## src/rtl/dest_track_pkg.sv

```systemverilog
// Shared encodings and defaults for the destination tracking pipeline.
// Optional explicit-address select is enabled by DEST_TRACK_EXT_ADDR_EN.
package dest_track_pkg;

  localparam int ADDR_W_DEF    = 5;
  localparam int STAGES_DEF    = 3;
  localparam int TNEW_W_DEF    = 2;
  localparam int LINK_ADDR_DEF = 31;

  localparam int unsigned ZERO_REG = 0;

  typedef enum logic [1:0] {
    SEL_RT   = 2'd0,
    SEL_RD   = 2'd1,
    SEL_LINK = 2'd2,
    SEL_EXT  = 2'd3
  } sel_mode_e;

endpackage

```

## src/rtl/dest_match_prio.sv

```systemverilog
// Per-operand producer lookup: youngest-first forward select
// plus a pending flag when a producer is not ready in time.
module dest_match_prio
  import dest_track_pkg::*;
#(
  parameter int ADDR_W = ADDR_W_DEF,
  parameter int STAGES = STAGES_DEF,
  parameter int TNEW_W = TNEW_W_DEF
) (
  input  logic [STAGES*ADDR_W-1:0] i_addr,
  input  logic [STAGES*TNEW_W-1:0] i_tnew,
  input  logic [ADDR_W-1:0]        i_use,
  input  logic [TNEW_W-1:0]        i_tuse,
  output logic [STAGES-1:0]        o_fwd,
  output logic                     o_pending
);

  logic [STAGES-1:0] w_hit;
  logic              w_seen;

  for (genvar g = 0; g < STAGES; g++) begin : g_hit
    assign w_hit[g] =
      (i_addr[g*ADDR_W +: ADDR_W] == i_use) &&
      (i_use != ADDR_W'(ZERO_REG));
  end

  // Youngest hit owns the operand; a not-ready one blocks older stages.
  always_comb begin
    o_fwd     = '0;
    o_pending = 1'b0;
    w_seen    = 1'b0;
    for (int i = 0; i < STAGES; i++) begin
      if (w_hit[i]) begin
        if (i_tnew[i*TNEW_W +: TNEW_W] > i_tuse)
          o_pending = 1'b1;
        if (!w_seen &&
            i_tnew[i*TNEW_W +: TNEW_W] == '0)
          o_fwd[i] = 1'b1;
        w_seen = 1'b1;
      end
    end
  end

endmodule

```

## src/rtl/dest_track_pipe.sv

```systemverilog
// Destination select and {addr,tnew} tracking for the hazard unit.
// DEST_TRACK_EXT_ADDR_EN: sel_mode 3 selects ext_addr instead of 0.
module dest_track_pipe
  import dest_track_pkg::*;
#(
  parameter int ADDR_W    = ADDR_W_DEF,
  parameter int STAGES    = STAGES_DEF,
  parameter int TNEW_W    = TNEW_W_DEF,
  parameter int LINK_ADDR = LINK_ADDR_DEF
) (
  input  logic                     clk,
  input  logic                     reset,
  input  logic [ADDR_W-1:0]        instr_rt,
  input  logic [ADDR_W-1:0]        instr_rd,
  input  logic [1:0]               sel_mode,
  input  logic [ADDR_W-1:0]        ext_addr,
  input  logic                     reg_we,
  input  logic [TNEW_W-1:0]        tnew_in,
  input  logic                     flush,
  input  logic [ADDR_W-1:0]        rs_use,
  input  logic [ADDR_W-1:0]        rt_use,
  input  logic [TNEW_W-1:0]        tuse_rs,
  input  logic [TNEW_W-1:0]        tuse_rt,
  output logic [ADDR_W-1:0]        dest_now,
  output logic [STAGES*ADDR_W-1:0] dest_q,
  output logic [STAGES*TNEW_W-1:0] tnew_q,
  output logic                     stall,
  output logic [STAGES-1:0]        fwd_rs_sel,
  output logic [STAGES-1:0]        fwd_rt_sel
);

`ifdef DEST_TRACK_EXT_ADDR_EN
  localparam logic EXT_EN = 1'b1;
`else
  localparam logic EXT_EN = 1'b0;
`endif

  logic [STAGES-1:0][ADDR_W-1:0] r_addr;
  logic [STAGES-1:0][TNEW_W-1:0] r_tnew;

  logic [ADDR_W-1:0] w_sel;
  logic              w_pend_rs;
  logic              w_pend_rt;
  logic              w_bubble;

  always_comb begin
    w_sel = '0;
    unique case (sel_mode_e'(sel_mode))
      SEL_RT:   w_sel = instr_rt;
      SEL_RD:   w_sel = instr_rd;
      SEL_LINK: w_sel = ADDR_W'(LINK_ADDR);
      SEL_EXT:  w_sel = ext_addr & {ADDR_W{EXT_EN}};
      default:  w_sel = '0;
    endcase
  end

  assign dest_now = reg_we ? w_sel : '0;
  assign w_bubble = stall | flush;

  // Older stages advance unconditionally; only E takes a bubble.
  always_ff @(posedge clk) begin
    if (reset) begin
      r_addr <= '0;
      r_tnew <= '0;
    end else begin
      if (w_bubble) begin
        r_addr[0] <= '0;
        r_tnew[0] <= '0;
      end else begin
        r_addr[0] <= dest_now;
        r_tnew[0] <= tnew_in;
      end
      for (int i = 1; i < STAGES; i++) begin
        r_addr[i] <= r_addr[i-1];
        r_tnew[i] <= (r_tnew[i-1] == '0) ? '0 :
                     r_tnew[i-1] - TNEW_W'(1);
      end
    end
  end

  assign dest_q = r_addr;
  assign tnew_q = r_tnew;

  dest_match_prio #(
    .ADDR_W (ADDR_W),
    .STAGES (STAGES),
    .TNEW_W (TNEW_W)
  ) u_rs (
    .i_addr    (dest_q),
    .i_tnew    (tnew_q),
    .i_use     (rs_use),
    .i_tuse    (tuse_rs),
    .o_fwd     (fwd_rs_sel),
    .o_pending (w_pend_rs)
  );

  dest_match_prio #(
    .ADDR_W (ADDR_W),
    .STAGES (STAGES),
    .TNEW_W (TNEW_W)
  ) u_rt (
    .i_addr    (dest_q),
    .i_tnew    (tnew_q),
    .i_use     (rt_use),
    .i_tuse    (tuse_rt),
    .o_fwd     (fwd_rt_sel),
    .o_pending (w_pend_rt)
  );

  assign stall = w_pend_rs | w_pend_rt;

endmodule

```

## config.mk

```make
export PLATFORM = sky130hd
export DESIGN_NAME = dest_track_pipe
export DESIGN_NICKNAME = d
export VERILOG_FILES = /design/src/rtl/dest_track_pkg.sv /design/src/rtl/dest_match_prio.sv /design/src/rtl/dest_track_pipe.sv
export SDC_FILE = /design/constraint.sdc
export NUM_CORES = 1
export LEC_CHECK = 0
export ABC_CLOCK_PERIOD_IN_PS = 3300
export BUFFER_PORTS_ARGS = -buffer_cell sky130_fd_sc_hd__buf_2
export CORE_UTILIZATION = 46
export CTS_CLUSTER_SIZE = 12
export DETAILED_ROUTE_END_ITERATION = 16
export PLACE_DENSITY = 0.88
export SLEW_MARGIN = 5
export SYNTH_ARGS = -nofsm -noshare
export SYNTH_HDL_FRONTEND = slang
export SYNTH_SLANG_ARGS = --single-unit
```

## constraint.sdc

```tcl
create_clock -name clk -period 3.3 [get_ports clk]
set_clock_uncertainty 0.1 [all_clocks]
set_input_delay 0.825 -clock clk [delete_from_list [all_inputs] [get_ports clk]]
set_output_delay 0.825 -clock clk [all_outputs]
set_load 0.01 [all_outputs]
```

==> impl_metrics.toml, run 1 <==
[logic_synthesis]
synth_warnings = 0
yosysSeqAreaShare_pct = 28.6
syn_inst = 168
synthTopCellsByArea = "dfxtp_1, xnor2_1, ha_1, nor2b_1, xor2_1"
synth_edf_count = 0
syn-num-nets = 219
async_reset_ff_share_pct = 0
syn_avg_cell_area_um2 = 8.76
synth_top_area_share_pct = 28.6
ys.flop_type = "dfxtp_1"
synthesis.area_um2 = 1470
synth_top_area_cell = "dfxtp_1"
synth_cell_types = 28
synth_common_cells = "dfxtp_1, xnor2_1, ha_1"
yosys_register_bits = 21

[detailed_routing]
wl_per_cell_um = 14.5
wl_met3_um = 233
ant_nets = 0
m1WireLength_um = 1710
wirelength_um = 4260
drc = 0
vias_per_cell = 5.31
drt_iter0_drc = 78
wl_met2_um = 2200
top_layer = "met4"
drt_pass1_iterations = 4
via_count = 1557

[sta]
fmax_mhz = 291
final-hold-violation-count = 0
min_period_ns = 3.44
rsz0062_at_grt = "true"
hold_slack_ns = 0.361
max_slew.worst_pin.slew_ns = 0.518
fin_ws_ns = -0.138
slew_headroom_pct = 65.4
final.period_utilization_pct = 104
final_max_slew_viol_count = 0
setup_violations = 2

[grt]
grt_pass1_vias = 1392
antenna_found_initial = 0
gr-total-overflow = 0
grtUsageTotal_pct = 24.1
grt_max_degree = 16
grt_pass1_wl_um = 6110

[critical_path]
reg2reg_slack_ns = 1.38
rr_startpoint = "tnew_q[4]$_SDFF_PP0_"
rr_worst_depth = 7
crit_path_end = "stall"
critPathKind = "in -> out"
cp-start-kind = "input pin"
crit_path_end_kind = "primary output"
crit_start = "rt_use[1]"
cp.required_ns = 2.37
r2r-end = "tnew_q[0]$_SDFF_PP0_"
worst_ep_arrival_time_ns = 2.51
crit_path_max_fanout = 3

[final_layout]
layout-drive-gt1-share_pct = 39.4
fin_nets = 301
num-fill-cells = 259
finish.utilization_pct = 67.6
area_growth_pct = 40.2
multiInputGateArea_um2 = 1060
post-route-cell-area_um2 = 2060
antenna_cells = 0
regArea_um2 = 420

[power]
power_density_nw_per_um2 = 273
irDropWorstVdd_uv = 179
cellLeakagePower_nw = 1.02

[outcome]
status = "complete, but fails checks"
violations = "setup timing"

[floorplanning]
die_height_um = 58.6
core_um2 = 3050
ioPinCount = 70
die_area_um2 = 3430
rows = 20
start_util_pct = 48.2
dieWidth_um = 58.6

[place]
place_ws_ns = -0.162
place_hpwl_um = 3150
io_buffers = 64
gp_congestion = 0.896
placed_cell_area_um2 = 1930

[clock_tree]
clk_pin_slew_ns = 0.11
hold_buffers = 0
cts_buffers = 3
root_buffer = "clkbuf_4"
clock_latency_ns = 0.31
cts_tree = "yes"
htreeDepth = 1
clock-sinks = 21
cts_max_path_buffers = 2

[job]
max_cap_violations = 0

[worst_hold_path]
min_path_type = "reg -> reg"
==> sequential cells by signal, summed over array words and instances, names as in the netlist <==
signal / count
tnew_q: 6
dest_q: 15
==> what timing repair did <==
action	CTS	global route
pin swaps	0	6
setup buffers	0	3
gates resized for setup	2	14
setup endpoints to repair	3	3
gates cloned	0	0
==> area by class of cell <==
class / instances / share of cell area [%]
Timing Repair Buffer: 80 / 22.3
Clock inverter: 1 / 0.243
Clock buffer: 3 / 1.09
Sequential cell: 21 / 20.4
Tap cell: 44 / 2.67
Inverter: 11 / 2.00
Multi-Input combinational cell: 133 / 51.4
==> logic make-up (layout without fill, tap and decap cells) <==
family,after synthesis,after routing,synth area share [%]
flops,21,21,28.6
fa+ha+maj,14,14,11.9
xor+xnor,30,30,17.9
simple gates,62,62,23.5
compound gates,27,27,14.6
buf+inv,14,95,3.57
==> routing by layer <==
metal	vias up	global-route usage [%]
met5	-	0
met4	0	9.86
met3	9	2.86
met2	73	42.4
met1	725	29.9
li1	750	-
==> critical path, stage by stage <==
cell and delay, ns:
buf_6 0.09, or4_4 0.57, o211ai_4 0.20, nor4_4 0.08, a2111o_1 0.44, nand3b_4 0.17
buf_6 0.13
==> cell usage in the layout, fill, tap and decap left out, types with 2 or more instances in the layout <==
cell type,instances
nand2_1,9
o211a_1,2
buf_6,3
nor2b_1,13
inv_1,11
o211ai_1,2
a2111oi_1,2
or4_4,2
nor2_1,10
xnor2_1,20
a21boi_0,5
dfxtp_1,21
nor3_1,6
nand3_1,4
nor2_2,2
a21oi_1,5
nand4_1,7
ha_1,14
clkbuf_4,3
and2_1,3
buf_2,61
buf_4,16
o21bai_1,5
xor2_1,9
==> stage by stage <==
step / power (mW) / TNS [ns] / std cells
after CTS: 0.548 / -0.226 / 290
final: 0.563 / -0.264 / 293
after global routing: 0.593 / -0.375 / 293
after floorplan: 0.356 / 0 / 168
after detailed placement: 0.423 / -0.272 / 286
after global placement: 0.417 / -0.196 / 286
==> report_power, final <==
group	switching [mW]	internal, mW	total [mW]	leakage (nW)
clock network	0.0815	0.0454	0.127	0.0177
logic	0.0865	0.0805	0.167	0.831
registers	0.00846	0.261	0.269	0.170
==> how the worst min path moves through the flow <==
stage | slack (ns) | start | depth (start not counted) | end
after floorplan | 0.39 | tnew_q[0]$_SDFF_PP0_ | 1 | tnew_q[2]$_SDFF_PP0_
after global placement | 0.34 | tnew_q[2]$_SDFF_PP0_ | 1 | tnew_q[4]$_SDFF_PP0_
after detailed placement | 0.33 | tnew_q[2]$_SDFF_PP0_ | 1 | tnew_q[4]$_SDFF_PP0_
after CTS | 0.35 | tnew_q[2]$_SDFF_PP0_ | 1 | tnew_q[4]$_SDFF_PP0_
after global routing | 0.39 | tnew_q[2]$_SDFF_PP0_ | 1 | tnew_q[4]$_SDFF_PP0_
final | 0.36 | tnew_q[2]$_SDFF_PP0_ | 1 | tnew_q[4]$_SDFF_PP0_
Note: power is estimated with default switching activity, not from simulation.
==> run 2, diff against run 1 <==
--- a/config.mk
+++ b/config.mk
@@ -7,10 +7,12 @@
 export LEC_CHECK = 0
 export ABC_CLOCK_PERIOD_IN_PS = 3300
 export BUFFER_PORTS_ARGS = -buffer_cell sky130_fd_sc_hd__buf_2
-export CORE_UTILIZATION = 46
+export CELL_PAD_IN_SITES_DETAIL_PLACEMENT = 0
+export CELL_PAD_IN_SITES_GLOBAL_PLACEMENT = 1
+export CORE_UTILIZATION = 33
 export CTS_CLUSTER_SIZE = 12
 export DETAILED_ROUTE_END_ITERATION = 16
-export PLACE_DENSITY = 0.88
+export PLACE_DENSITY = 0.89
 export SLEW_MARGIN = 5
 export SYNTH_ARGS = -nofsm -noshare
 export SYNTH_HDL_FRONTEND = slang
==> run 2 against run 1 <==
Effect of this change:
- clock power increased by 34%
- sequential power about the same
- via count decreased by 5.8%
- critical path depth unchanged
- global-route usage decreased by 6.5 points
- the flow still finishes with violations (setup timing)
- critical path type unchanged
- sequential share of layout area about the same
- first-iteration DRC count decreased by 23%
- non-clock buffer count unchanged
- hold slack got worse by 0.013 ns
- combinational power decreased by 6%
==> impl_metrics.toml, run 2 (synthesized netlist as in run 1, its figures left out) <==
[outcome]
status = "complete, but fails checks"
violations = "setup timing"

[floorplanning]
die_area_um2 = 4730
die_height_um = 68.8
rows = 23
ioPinCount = 70
start_util_pct = 35.5
dieWidth_um = 68.8
core_um2 = 4140

[sta]
final.period_utilization_pct = 106
final-hold-violation-count = 0
setup_violations = 3
slew_headroom_pct = 65.8
min_period_ns = 3.50
fin_ws_ns = -0.196
fmax_mhz = 286
final_max_slew_viol_count = 0
rsz0062_at_grt = "true"
max_slew.worst_pin.slew_ns = 0.501

[final_layout]
area_growth_pct = 40.1
final_common_cell = "buf_2"
largest_reg_flops = 15
final_cell_mix = "buf_2, xnor2_1, dfxtp_1, buf_4, ha_1"
finalNonFillerCells = 299
multiInputGateArea_um2 = 1020
finish.utilization_pct = 49.8
layout-drive-gt1-share_pct = 37.3
regArea_um2 = 420
antenna_cells = 0
num-fill-cells = 409
fin_nets = 301

[grt]
gr-total-overflow = 0
grt_pass1_vias = 1378
grt_max_degree = 16
grt_pass1_wl_um = 6100
grtUsageTotal_pct = 17.6
antenna_found_initial = 0

[detailed_routing]
drt_pass1_iterations = 4
wirelength_um = 3840
drc = 0
wl_per_cell_um = 12.9
vias_per_cell = 4.91
via_count = 1467
ant_nets = 0
drt_iter0_drc = 60

[power]
irDropWorstVdd_uv = 127
cellLeakagePower_nw = 1.02
total_power_mw = 0.595
power_density_nw_per_um2 = 289

[clock_tree]
clk_pin_slew_ns = 0.08
clock-sinks = 21
cts_buffers = 3
cts_tree = "yes"
cts_max_path_buffers = 2
root_buffer = "clkbuf_8"
clock_latency_ns = 0.26
htreeDepth = 1

[critical_path]
crit_path_end_kind = "primary output"
critPathKind = "in -> out"
reg2reg_slack_ns = 1.40
crit_path_max_fanout = 3
worst_ep_arrival_time_ns = 2.57
rr_worst_depth = 7
r2r-end = "dest_q[1]$_SDFF_PP0_"
rr_startpoint = "tnew_q[4]$_SDFF_PP0_"
cp.required_ns = 2.37
cp-start-kind = "input pin"

[job]
max_cap_violations = 0

[place]
placedCellCount = 293
io_buffers = 64
gp_congestion = 0.829
place_hpwl_um = 3130
place_ws_ns = -0.158

[worst_hold_path]
holdPathEnd = "tnew_q[2]$_SDFF_PP0_"
worstHoldStart = "tnew_q[0]$_SDFF_PP0_"
min_path_type = "reg -> reg"
holdPathStages = 1
==> run 2: power by group <==
group	total, mW	switching (mW)	internal, mW
sequential	0.269	0.00815	0.261
clock	0.170	0.0835	0.0860
combinational	0.157	0.0773	0.0794
==> run 2: layout make-up <==
type	count	area share, %
inverters	11	2.00
well taps	50	3.03
repair buffers	80	22.9
multi-input cells	133	49.5
flip-flops and latches	21	20.4
clock buffers	4	2.18
==> run 2: routing by layer <==
| layer | track usage (%) | wire length, µm | up-vias |
|---|---|---|---|
| met2 | 30.0 | 1800 | 45 |
| met4 | 5.36 | 53 | 0 |
| li1 | - | - | 751 |
| met5 | 0 | 0 | - |
| met3 | 2.47 | 201 | 5 |
| met1 | 22.8 | 1790 | 666 |
==> run 2: metrics by stage <==
stage	hold slack, ns	setup TNS, ns	area, µm²
2_1_floorplan	0.390	0	1470
3_3_place_gp	0.344	-0.267	1950
3_5_place_dp	0.346	-0.300	1950
4_1_cts	0.357	-0.255	2010
5_1_grt	0.364	-0.505	2060
6_report	0.348	-0.282	2060
==> run 2: worst max-delay path, cell delays in order <==
cell	delay (ns)
buf_6	0.09
or4_4	0.55
o211ai_1	0.35
a2111oi_2	0.07
a2111o_1	0.39
nand3b_4	0.16
buf_6	0.13
==> run 2: worst max path at each step <==
| stage | cells past startpoint | startpoint | end |
|---|---|---|---|
| CTS | 7 | rs_use[1] | stall |
| finish | 7 | rs_use[4] | stall |
| global route | 7 | rs_use[4] | stall |
| detailed placement | 7 | rt_use[1] | stall |
| global placement | 7 | rt_use[1] | stall |
| floorplan | 5 | rt_use[1] | stall |
==> run 2: timing repair <==
| item | CTS | global route |
|---|---|---|
| pin swaps | 0 | 6 |
| hold buffers | 0 | 0 |
| resized for setup | 2 | 9 |
| endpoints found under the setup margin | 2 | 3 |
| setup buffers | 0 | 2 |
